**src/rtl/io_port_unit.sv**
```systemverilog
// I/O port responder for the EM stage: buffers device input words in a circular
// FIFO for IN and holds the OUT word in a valid/ack register, stalling when needed.
module io_port_unit #(
    parameter int WIDTH = 16,
    parameter int DEPTH = 4,
    parameter int CNT_W = 3
) (
    input  logic             clk,
    input  logic             reset,
    input  logic             io_en,
    input  logic             io_rd,
    input  logic             io_wr,
    input  logic [WIDTH-1:0] wr_data,
    output logic [WIDTH-1:0] rd_data,
    output logic             rd_valid,
    output logic             stall,
    input  logic [WIDTH-1:0] in_data,
    input  logic             in_valid,
    output logic             in_ready,
    output logic [WIDTH-1:0] out_data,
    output logic             out_valid,
    input  logic             out_ack,
    output logic [CNT_W-1:0] in_count
);

    localparam int PTR_W = $clog2(DEPTH);

    typedef enum logic {
        IDLE = 1'b0,
        HOLD = 1'b1
    } out_state_e;

    logic [WIDTH-1:0] mem_q [DEPTH];
    logic [PTR_W-1:0] head_q, head_d;
    logic [PTR_W-1:0] tail_q, tail_d;
    logic [CNT_W-1:0] count_q, count_d;
    logic [WIDTH-1:0] rd_data_q, rd_data_d;
    logic             rd_valid_q, rd_valid_d;
    logic [WIDTH-1:0] out_data_q, out_data_d;
    out_state_e       state_q, state_d;

    logic rd_req_s;
    logic wr_req_s;
    logic push_s;
    logic pop_s;
    logic empty_s;
    logic in_ready_s;

    // A simultaneous IN/OUT request is treated as a read only
    assign rd_req_s   = io_en & io_rd;
    assign wr_req_s   = io_en & io_wr & ~io_rd;
    assign empty_s    = (count_q == {CNT_W{1'b0}});
    assign in_ready_s = (count_q < CNT_W'(DEPTH)) & reset;
    assign push_s     = in_valid & in_ready_s;
    assign pop_s      = rd_req_s & ~empty_s;

    // FIFO pointer, occupancy and IN-result next-state
    always_comb begin
        head_d     = head_q;
        tail_d     = tail_q;
        count_d    = count_q;
        rd_data_d  = rd_data_q;
        rd_valid_d = 1'b0;
        if (push_s) begin
            tail_d = tail_q + PTR_W'(1);
        end else begin
            tail_d = tail_q;
        end
        if (pop_s) begin
            head_d     = head_q + PTR_W'(1);
            rd_data_d  = mem_q[head_q];
            rd_valid_d = 1'b1;
        end else begin
            head_d     = head_q;
            rd_data_d  = rd_data_q;
            rd_valid_d = 1'b0;
        end
        case ({push_s, pop_s})
            2'b10:   count_d = count_q + CNT_W'(1);
            2'b01:   count_d = count_q - CNT_W'(1);
            default: count_d = count_q;
        endcase
    end

    // OUT handshake next-state; a held word plus a new write without ack stalls
    always_comb begin
        state_d    = state_q;
        out_data_d = out_data_q;
        case (state_q)
            IDLE: begin
                if (wr_req_s) begin
                    state_d    = HOLD;
                    out_data_d = wr_data;
                end else begin
                    state_d    = IDLE;
                    out_data_d = out_data_q;
                end
            end
            HOLD: begin
                if (out_ack && wr_req_s) begin
                    state_d    = HOLD;
                    out_data_d = wr_data;
                end else if (out_ack) begin
                    state_d    = IDLE;
                    out_data_d = out_data_q;
                end else begin
                    state_d    = HOLD;
                    out_data_d = out_data_q;
                end
            end
            default: begin
                state_d    = IDLE;
                out_data_d = out_data_q;
            end
        endcase
    end

    // Control and result registers, cleared asynchronously
    always_ff @(posedge clk or negedge reset) begin
        if (!reset) begin
            head_q     <= {PTR_W{1'b0}};
            tail_q     <= {PTR_W{1'b0}};
            count_q    <= {CNT_W{1'b0}};
            rd_data_q  <= {WIDTH{1'b0}};
            rd_valid_q <= 1'b0;
            out_data_q <= {WIDTH{1'b0}};
            state_q    <= IDLE;
        end else begin
            head_q     <= head_d;
            tail_q     <= tail_d;
            count_q    <= count_d;
            rd_data_q  <= rd_data_d;
            rd_valid_q <= rd_valid_d;
            out_data_q <= out_data_d;
            state_q    <= state_d;
        end
    end

    // Storage array needs no reset: occupancy guards every read
    always_ff @(posedge clk) begin
        if (push_s) begin
            mem_q[tail_q] <= in_data;
        end
    end

    assign stall     = (rd_req_s & empty_s) | (wr_req_s & (state_q == HOLD) & ~out_ack);
    assign in_ready  = in_ready_s;
    assign in_count  = count_q;
    assign rd_data   = rd_data_q;
    assign rd_valid  = rd_valid_q;
    assign out_data  = out_data_q;
    assign out_valid = (state_q == HOLD);

endmodule

```
**config.mk**
```make
export PLATFORM = sky130hd
export DESIGN_NAME = io_port_unit
export DESIGN_NICKNAME = d
export VERILOG_FILES = /design/src/rtl/io_port_unit.sv
export SDC_FILE = /design/constraint.sdc
export NUM_CORES = 1
export LEC_CHECK = 0
export BUFFER_PORTS_ARGS = -buffer_cell sky130_fd_sc_hd__clkbuf_2
export CAP_MARGIN = 10
export CORE_MARGIN = 5
export CORE_UTILIZATION = 47
export DETAILED_ROUTE_END_ITERATION = 8
export PLACE_DENSITY_LB_ADDON = 0.12
export SYNTH_ARGS = -nofsm -noshare
export SYNTH_HDL_FRONTEND = slang
export SYNTH_SLANG_ARGS = --single-unit
```
**constraint.sdc**
```tcl
create_clock -name clk -period 5.08 [get_ports clk]
set_input_delay 0.254 -clock clk [delete_from_list [all_inputs] [get_ports clk]]
set_output_delay 0.254 -clock clk [all_outputs]
set_load 0.03 [all_outputs]
```
==> results of run 1 <==
[cell usage in the layout (no fill, tap or decap), types with 4 or more instances in the layout]
cell	count
nand2_1	49
mux2_1	17
mux4_1	16
inv_1	8
clkinv_4	4
edfxtp_1	64
and3_1	4
ha_1	5
clkbuf_8	9
xnor2_1	4
clkbuf_2	77
dfrtp_1	41
[routing by layer]
layer | vias up | share of wire, %
met2 | 61 | 45
met3 | 10 | 5.8
met4 | 0 | 1.8
met5 | - | 0
met1 | 1015 | 48
li1 | 1015 | -
[through the flow]
stage                     util [%]  hold slack [ns]  std cells  setup WS, ns  power (mW)
after floorplan                  -          -0.0416        231          2.71        1.73
after global placement        53.0            0.460        409          2.46        1.95
after detailed placement      53.0            0.467        409          2.36        1.95
after CTS                     55.1           0.0767        425          2.60        2.41
after global routing          55.1           0.0945        425          2.46        2.53
final                         55.1           0.0487        425          2.63        2.38
[sequential cells by signal (all words and copies together), names as in the netlist]
register / count
head_q: 2
in_count: 3
mem_q: 64
out_data: 16
out_valid: 1
rd_data: 16
rd_valid: 1
tail_q: 2
[power by group]
part | internal (mW) | switching (mW)
clock network | 0.182 | 0.278
logic | 0.273 | 0.429
registers | 1.07 | 0.154
[kinds of logic (layout without fill, tap and decap cells)]
logic type	Yosys count	after routing	synth area share, %
buffers and inverters	16	102	2.57
xor gates and xnor gates	6	6	1.27
adders and majority gates	6	6	2.00
and+or+nand+nor	60	60	6.45
muxes	34	34	15.1
AOI/OAI and AO/OA	4	4	1.27
DFF	105	105	71.4
[final cells by class]
class	instances	area share, %
Sequential cell	105	61.9
Multi-Input combinational cell	110	22.6
Timing Repair Buffer	77	8.09
Tap cell	108	2.84
Clock buffer	9	2.60
Clock inverter	7	1.18
Inverter	9	0.762
[path summary, 6_finish.rpt]
path / startpoint / to / slack [ns] / depth (start not counted)
min in group clk: wr_data[7] / out_data[7]$_DFFE_PN0P_ / 0.11 / 2
setup / recovery: in_count[0]$_DFFE_PN0P_ / in_count[2]$_DFFE_PN0P_ / 2.63 / 8
hold / removal: reset / out_valid$_DFF_PN0_ / 0.05 / 1
setup reg to reg: in_count[0]$_DFFE_PN0P_ / in_count[2]$_DFFE_PN0P_ / 2.63 / 8
max in group asynchronous: reset / rd_data[11]$_DFFE_PN0P_ / 4.41 / 1
hold reg to reg: rd_data[11]$_DFFE_PN0P_ / rd_data[11]$_DFFE_PN0P_ / 0.48 / 2
[worst reg2reg max path, cell delays in order (launching register included)]
cell and delay (ns):
dfrtp_1 0.47, o311ai_4 0.79, inv_4 0.23, ha_1 0.28, inv_1 0.07, fa_1 0.17
xor2_1 0.14, nor2_1 0.06, xor2_1 0.13
==> results.json, run 1 <==
{
  "run_status": "complete, no violations",
  "drv_cap": 0,
  "max_freq_mhz": 408,
  "p_leak_nw": 2.03,
  "period_minus_slack_ns": 2.45,
  "pin_count": 78,
  "critPathArrivalTime_ns": 2.69,
  "drt-initial-drc-count": 88,
  "tightest_slew_ns": 1.01,
  "first_pass_iters": 4,
  "dr_total_vias": 2101,
  "final_hold_viol_count": 0,
  "cts-root-buf": "clkbuf_8",
  "synth_cell_types": 26,
  "coreArea_um2": 8640,
  "dpl-instance-area_um2": 4580,
  "cts-buffers-inserted": 9,
  "synth_ff_type": "edfxtp_1",
  "tritoncts": "built",
  "hold_class": "input port to async pin",
  "globalRouteMet1Util_pct": 18.9,
  "fillers": 685,
  "postCtsResizedCells": 0,
  "clock_path_buffers": 2,
  "first_global_vias": 2222,
  "cellPowerDensity_nw_per_um2": 500,
  "grt_usage_pct": 13.6,
  "worstSetupPathType": "flip-flop to flip-flop",
  "design_area_um2": 4760,
  "yosysWarnings": 0,
  "grt_pass1_wl_mm": 11.7,
  "synth_most_common_cell": "edfxtp_1",
  "io_buffers": 77,
  "met2_usage_pct": 20.6,
  "grt_max_degree": 43,
  "wl_per_cell_um": 16.4,
  "synth_area_um2": 4130,
  "yosys.area.top_type": "edfxtp_1",
  "synth_fp_nets": 276,
  "maxSlewHeadroom_pct": 33.0,
  "antenna_cells": 0,
  "setup_viol": 0,
  "ctsHoldBuffers": 0,
  "place.gp.congestion": 0.739,
  "synth-edff-count": 64,
  "register_area_um2": 2950,
  "wirelength_mm": 6.99,
  "die_area_um2": 10800,
  "synthArstFlopShare_pct": 39.0,
  "period_share_pct": 48.3,
  "drive_above_1_share_pct": 30.6,
  "path_common_cell": "xor2_1",
  "grt_busiest_layer": "met2",
  "drc_errors": 0,
  "crit_slowest_cell": "o311ai_4",
  "rows": 34,
  "timing.critical_path.buf_inv": 2,
  "cp-end-kind": "flip-flop",
  "setup_tns_ns": 0,
  "synthTopCellsByCount": "edfxtp_1 (64), nand2_1 (49), dfrtp_1 (41)",
  "multi_input_area_um2": 1080,
  "rsz0062_at_grt": "false",
  "cts_sinks": 105,
  "synth_cells": 231,
  "netlist.area_leader.share_pct": 46.5,
  "antenna_found_initial": 0,
  "fin_nets": 357,
  "clk_pin_slew_worst_paths_ns": 0.10,
  "ir_drop_mv": 0.178,
  "die_h_um": 104,
  "clock_latency_ns": 0.36,
  "ys_ff_latch": 105,
  "grt_use_met3_pct": 3.73,
  "crit_required_ns": 5.32,
  "clock_skew_ns": 0.0104,
  "critical_path_peak_fanout": 19,
  "critical-path-top-delay-family": "compound AO/OA/AOI/OAI gates",
  "area_growth_pct": 15.3,
  "grt.overflow.total": 0,
  "dpl.hpwl_mm": 4.75,
  "final_antenna_net_count": 0,
  "maxSlewViolCount": 0,
  "synthTopCellsByArea": "edfxtp_1 (47%), dfrtp_1 (25%), mux4_1 (10%), mux2_1 (4.6%), nand2_1 (4.5%)",
  "cts_setup_buffers": 0,
  "ctsHtreeMaxLevel": 3,
  "fp.dieW_um": 104,
  "ys_seq_area_share_pct": 71.4,
  "start_util_pct": 47.8,
  "syn_area_per_cell_um2": 17.9,
  "critPathLaunchType": "flip-flop",
  "vias_per_cell": 4.94,
  "cp_cell_sequence": "o311ai_4, inv_4, ha_1, inv_1, fa_1, xor2_1, nor2_1, xor2_1",
  "max_stage_delay_ns": 0.79
}
(Power assumes the default switching activity.)
==> run 2: changes to the inputs <==
- clock period: 5.08 -> 2 ns (I/O delays scaled with it)
==> results.json, run 2 (same netlist as run 1, synthesis figures left out) <==
{
  "run_status": "complete, no violations",
  "ir_drop_mv": 0.599,
  "crit_required_ns": 2.29,
  "worstSetupPathType": "input port to flip-flop",
  "dpl.hpwl_mm": 4.89,
  "antenna_found_initial": 0,
  "maxSlewHeadroom_pct": 64.0,
  "regMostFlops": "mem_q",
  "dr_total_vias": 2273,
  "die_area_um2": 10800,
  "fin_hold_ws_ns": 0.0595,
  "start_util_pct": 47.8,
  "vias_per_cell": 4.84,
  "wirelength_mm": 7.45,
  "coreArea_um2": 8640,
  "clock_path_buffers": 2,
  "rows": 34,
  "first_pass_iters": 4,
  "tritoncts": "built",
  "setup_viol": 0,
  "critical_path_peak_fanout": 3,
  "wl_per_cell_um": 15.8,
  "grt_max_degree": 42,
  "period_share_pct": 92.2,
  "postCtsResizedCells": 0,
  "grt_usage_pct": 15.1,
  "drv_cap": 0,
  "fin_nets": 402,
  "drt-initial-drc-count": 74,
  "first_global_vias": 2455,
  "antenna_cells": 0,
  "fp.dieW_um": 104,
  "cellPowerDensity_nw_per_um2": 1190,
  "rsz0062_at_grt": "false",
  "grt.overflow.total": 0,
  "grt_pass1_wl_mm": 12.9,
  "path_common_cell": "xor2_1",
  "critPathArrivalTime_ns": 2.13,
  "largest_reg_flops": 64,
  "drive_above_1_share_pct": 31.5,
  "max_freq_mhz": 542,
  "clock_skew_ns": 0.00724,
  "pin_count": 78,
  "maxSlewViolCount": 0,
  "final_hold_viol_count": 0,
  "drc_errors": 0,
  "cp_cell_sequence": "dlygate4sd3_1, clkbuf_2, nor2b_2, and2_1, inv_1, ha_4, inv_2, fa_2, xor2_1, nor2_1, xor2_1",
  "final_antenna_net_count": 0,
  "tightest_slew_ns": 0.539,
  "max_stage_delay_ns": 0.54,
  "cts_sinks": 105,
  "crit_slowest_cell": "dlygate4sd3_1",
  "die_h_um": 104,
  "area_growth_pct": 26.9,
  "ctsHtreeMaxLevel": 3,
  "cts-root-buf": "clkbuf_8",
  "cts-buffers-inserted": 9,
  "place.gp.congestion": 0.714,
  "p_leak_nw": 2.24,
  "clock_latency_ns": 0.36,
  "ctsHoldBuffers": 34,
  "hold_class": "input port to flip-flop",
  "clk_pin_slew_worst_paths_ns": 0.10,
  "cp-end-kind": "flip-flop",
  "layout_common_cells": "clkbuf_2 (77), edfxtp_1 (64), nand2_1 (49)",
  "io_buffers": 77,
  "layout_commonest_cell": "clkbuf_2",
  "critPathLaunchType": "input port",
  "period_minus_slack_ns": 1.84,
  "cts_setup_buffers": 0,
  "utilization_pct": 60.7
}
run 2: stage by stage:
step | cell area [µm²] | cells | setup TNS (ns) | power [mW] | worst slack, ns
2_1_floorplan | 4150 | 231 | -0.104 | 4.43 | -0.0596
3_3_place_gp | 4720 | 420 | 0 | 5.04 | 0.226
3_5_place_dp | 4720 | 420 | 0 | 5.07 | 0.204
4_1_cts | 5240 | 470 | 0 | 6.32 | 0.170
5_1_grt | 5240 | 470 | 0 | 6.60 | 0.0437
6_report | 5240 | 470 | 0 | 6.22 | 0.156
run 2: worst paths after layout:
path	start	to	slack, ns	depth (start not counted)
max reg2reg	in_count[2]$_DFFE_PN0P_	in_count[2]$_DFFE_PN0P_	0.19	9
min	io_wr	out_valid$_DFF_PN0_	0.06	3
max in group asynchronous	reset	in_count[1]$_DFFE_PN0P_	1.23	3
min in group asynchronous	reset	rd_data[13]$_DFFE_PN0P_	0.38	3
min reg2reg	rd_data[4]$_DFFE_PN0P_	rd_data[4]$_DFFE_PN0P_	0.49	2
max	reset	in_count[2]$_DFFE_PN0P_	0.16	11
run 2: critical path: cells and delay by family:
kind / cells / cell delay, ns
xor gates and xnor gates: 2 / 0.30
buffers and inverters: 4 / 0.79
adders and majority gates: 2 / 0.48
and+or+nand+nor: 3 / 0.45
run 2: report_power, final:
group	switching (mW)	total, mW	internal [mW]
clock network	0.725	1.19	0.464
registers	0.246	2.96	2.72
logic	1.22	2.06	0.842
total	2.19	6.22	4.02
run 2: area by class of cell:
| cell class | instances | area (µm²) |
|---|---|---|
| clock inverter | 7 | 53.8 |
| sequential | 105 | 2950 |
| tap | 108 | 135 |
| fill | 651 | 3400 |
| multi-input combinational | 110 | 1090 |
| timing repair buffer | 122 | 846 |
| clock buffer | 9 | 124 |
| inverter | 9 | 36.3 |
run 2: routing by layer:
metal,vias up,GRT usage (%),part of all wire [%]
li1,1105,-,-
met1,1093,19.4,45
met2,65,25.0,49
met3,10,3.73,4.8
met4,0,5.55,1.5
met5,-,0,0
==> run 3: changes to the inputs <==
- CTS_BUF_LIST: not set -> sky130_fd_sc_hd__clkbuf_16
==> results.json, run 3 (same netlist as run 1, synthesis figures left out) <==
{
  "coreArea_um2": 8640,
  "io_buffers": 77,
  "ctsHtreeMaxLevel": 3,
  "clock_latency_ns": 0.34,
  "r2r_slack_ns": 0.21,
  "grt.overflow.total": 0,
  "reg2reg_to": "in_count[2]$_DFFE_PN0P_",
  "cts-buffers-inserted": 9,
  "cts_setup_buffers": 0,
  "die_area_um2": 10800,
  "clock_skew_ns": 0.00649,
  "die_h_um": 104,
  "period_share_pct": 92.7,
  "hold_path_end": "mem_q[3][6]$_DFFE_PP_",
  "pin_count": 78,
  "first_global_vias": 2421,
  "period_minus_slack_ns": 1.85,
  "critPathLaunchType": "input port",
  "wirelength_mm": 7.61,
  "ff2ff_path_depth": 9,
  "cts_sinks": 105,
  "maxSlewHeadroom_pct": 64.0,
  "critical-path-top-delay-family": "buffers and inverters",
  "timing.critical_path.buf_inv": 4,
  "grt_pass1_wl_mm": 13.1,
  "r2r_start": "in_count[2]$_DFFE_PN0P_",
  "dr_total_vias": 2261,
  "crit_slowest_cell": "dlygate4sd3_1",
  "hold_depth": 1,
  "finalWorstSetupSlack_ns": 0.147,
  "rsz0062_at_grt": "false",
  "start_util_pct": 47.8,
  "crit_required_ns": 2.26,
  "power_mw": 6.67,
  "layout_commonest_cell": "clkbuf_2",
  "dpl.hpwl_mm": 4.89,
  "hp-start": "in_data[6]",
  "cp_cell_sequence": "dlygate4sd3_1, clkbuf_2, nor2b_2, and2_1, inv_2, ha_4, inv_2, fa_2, xor2_1, nor2_1, xor2_1",
  "place.gp.congestion": 0.714,
  "max_freq_mhz": 540,
  "cts-root-buf": "clkbuf_16",
  "max_stage_delay_ns": 0.54,
  "path_depth": 11,
  "rows": 34,
  "vias_per_cell": 4.82,
  "fin_nets": 401,
  "multi_input_area_um2": 1090,
  "setup_viol": 0,
  "run_status": "complete, no violations",
  "tritoncts": "built",
  "grt_usage_pct": 15.5,
  "clk_pin_slew_worst_paths_ns": 0.07,
  "design_area_um2": 5330,
  "cellPowerDensity_nw_per_um2": 1250,
  "largest_reg_flops": 64,
  "worstSetupPathType": "input port to flip-flop",
  "ir_drop_mv": 0.595,
  "wl_per_cell_um": 16.2,
  "antenna_cells": 0,
  "critical_path_peak_fanout": 3,
  "fillers": 647,
  "drt-initial-drc-count": 57,
  "grt_max_degree": 42,
  "critPathArrivalTime_ns": 2.12,
  "p_leak_nw": 2.28,
  "setup_tns_ns": 0,
  "final_hold_viol_count": 0,
  "drv_cap": 0,
  "regMostFlops": "mem_q",
  "fp.dieW_um": 104,
  "dpl-instance-area_um2": 4720,
  "antenna_found_initial": 0,
  "final_antenna_net_count": 0,
  "drc_errors": 0,
  "layout_common_cells": "clkbuf_2 (77), edfxtp_1 (64), nand2_1 (49)",
  "clock_path_buffers": 2,
  "register_area_um2": 2950,
  "hold_class": "input port to flip-flop",
  "maxSlewViolCount": 0,
  "drive_above_1_share_pct": 31.9,
  "dp_slack_ns": 0.204,
  "area_growth_pct": 29.1,
  "cp-end-kind": "flip-flop",
  "first_pass_iters": 4,
  "tightest_slew_ns": 0.540
}
==> run 3: worst max path at each step <==
| stage | startpoint | endpoint | slack (ns) |
|---|---|---|---|
| after detailed placement | in_count[2]$_DFFE_PN0P_ | in_count[2]$_DFFE_PN0P_ | 0.20 |
| after global placement | in_count[2]$_DFFE_PN0P_ | in_count[2]$_DFFE_PN0P_ | 0.23 |
| final | reset | in_count[2]$_DFFE_PN0P_ | 0.15 |
| after global routing | reset | in_count[2]$_DFFE_PN0P_ | 0.02 |
| after CTS | reset | in_count[2]$_DFFE_PN0P_ | 0.11 |
| after floorplan | in_count[1]$_DFFE_PN0P_ | in_count[2]$_DFFE_PN0P_ | -0.06 |
==> run 3: what timing repair did <==
| item | 4_1_cts | 5_1_grt |
|---|---|---|
| gates resized for setup | 0 | 1 |
| setup endpoints to repair | 0 | 1 |
| hold buffers | 33 | 0 |
| endpoints found under the hold margin | 118 | 0 |
==> run 3: per-layer routing <==
metal / vias up / GRT usage, % / share of wire (%)
met1: 1081 / 20.1 / 46
met4: 0 / 5.00 / 1.3
met5: - / 0 / 0
li1: 1106 / - / -
met2: 63 / 24.8 / 48
met3: 11 / 5.10 / 5.3
==> run 3: report_power, final <==
group          switching, mW  internal [mW]  leakage (nW)  total [mW]
combinational           1.23          0.842          1.07        2.07
clock                  0.780          0.855         0.135        1.63
sequential             0.247           2.72          1.07        2.97
total                   2.25           4.42          2.28        6.67
==> run 3: final cells by class <==
cell class / instances / share of cell area (%)
Clock buffer: 9 / 4.22
Clock inverter: 7 / 1.01
Inverter: 9 / 0.681
Multi-Input combinational cell: 110 / 20.5
Sequential cell: 105 / 55.4
Tap cell: 108 / 2.53
Timing Repair Buffer: 121 / 15.7
==> run 3: stage by stage <==
stage	hold WS [ns]	utilization [%]	instances
after global placement	0.243	54.7	420
after floorplan	-0.196	-	231
final	0.0172	61.7	469
after detailed placement	0.225	54.7	420
after global routing	0.00491	61.7	469
after CTS	0.00523	61.7	469
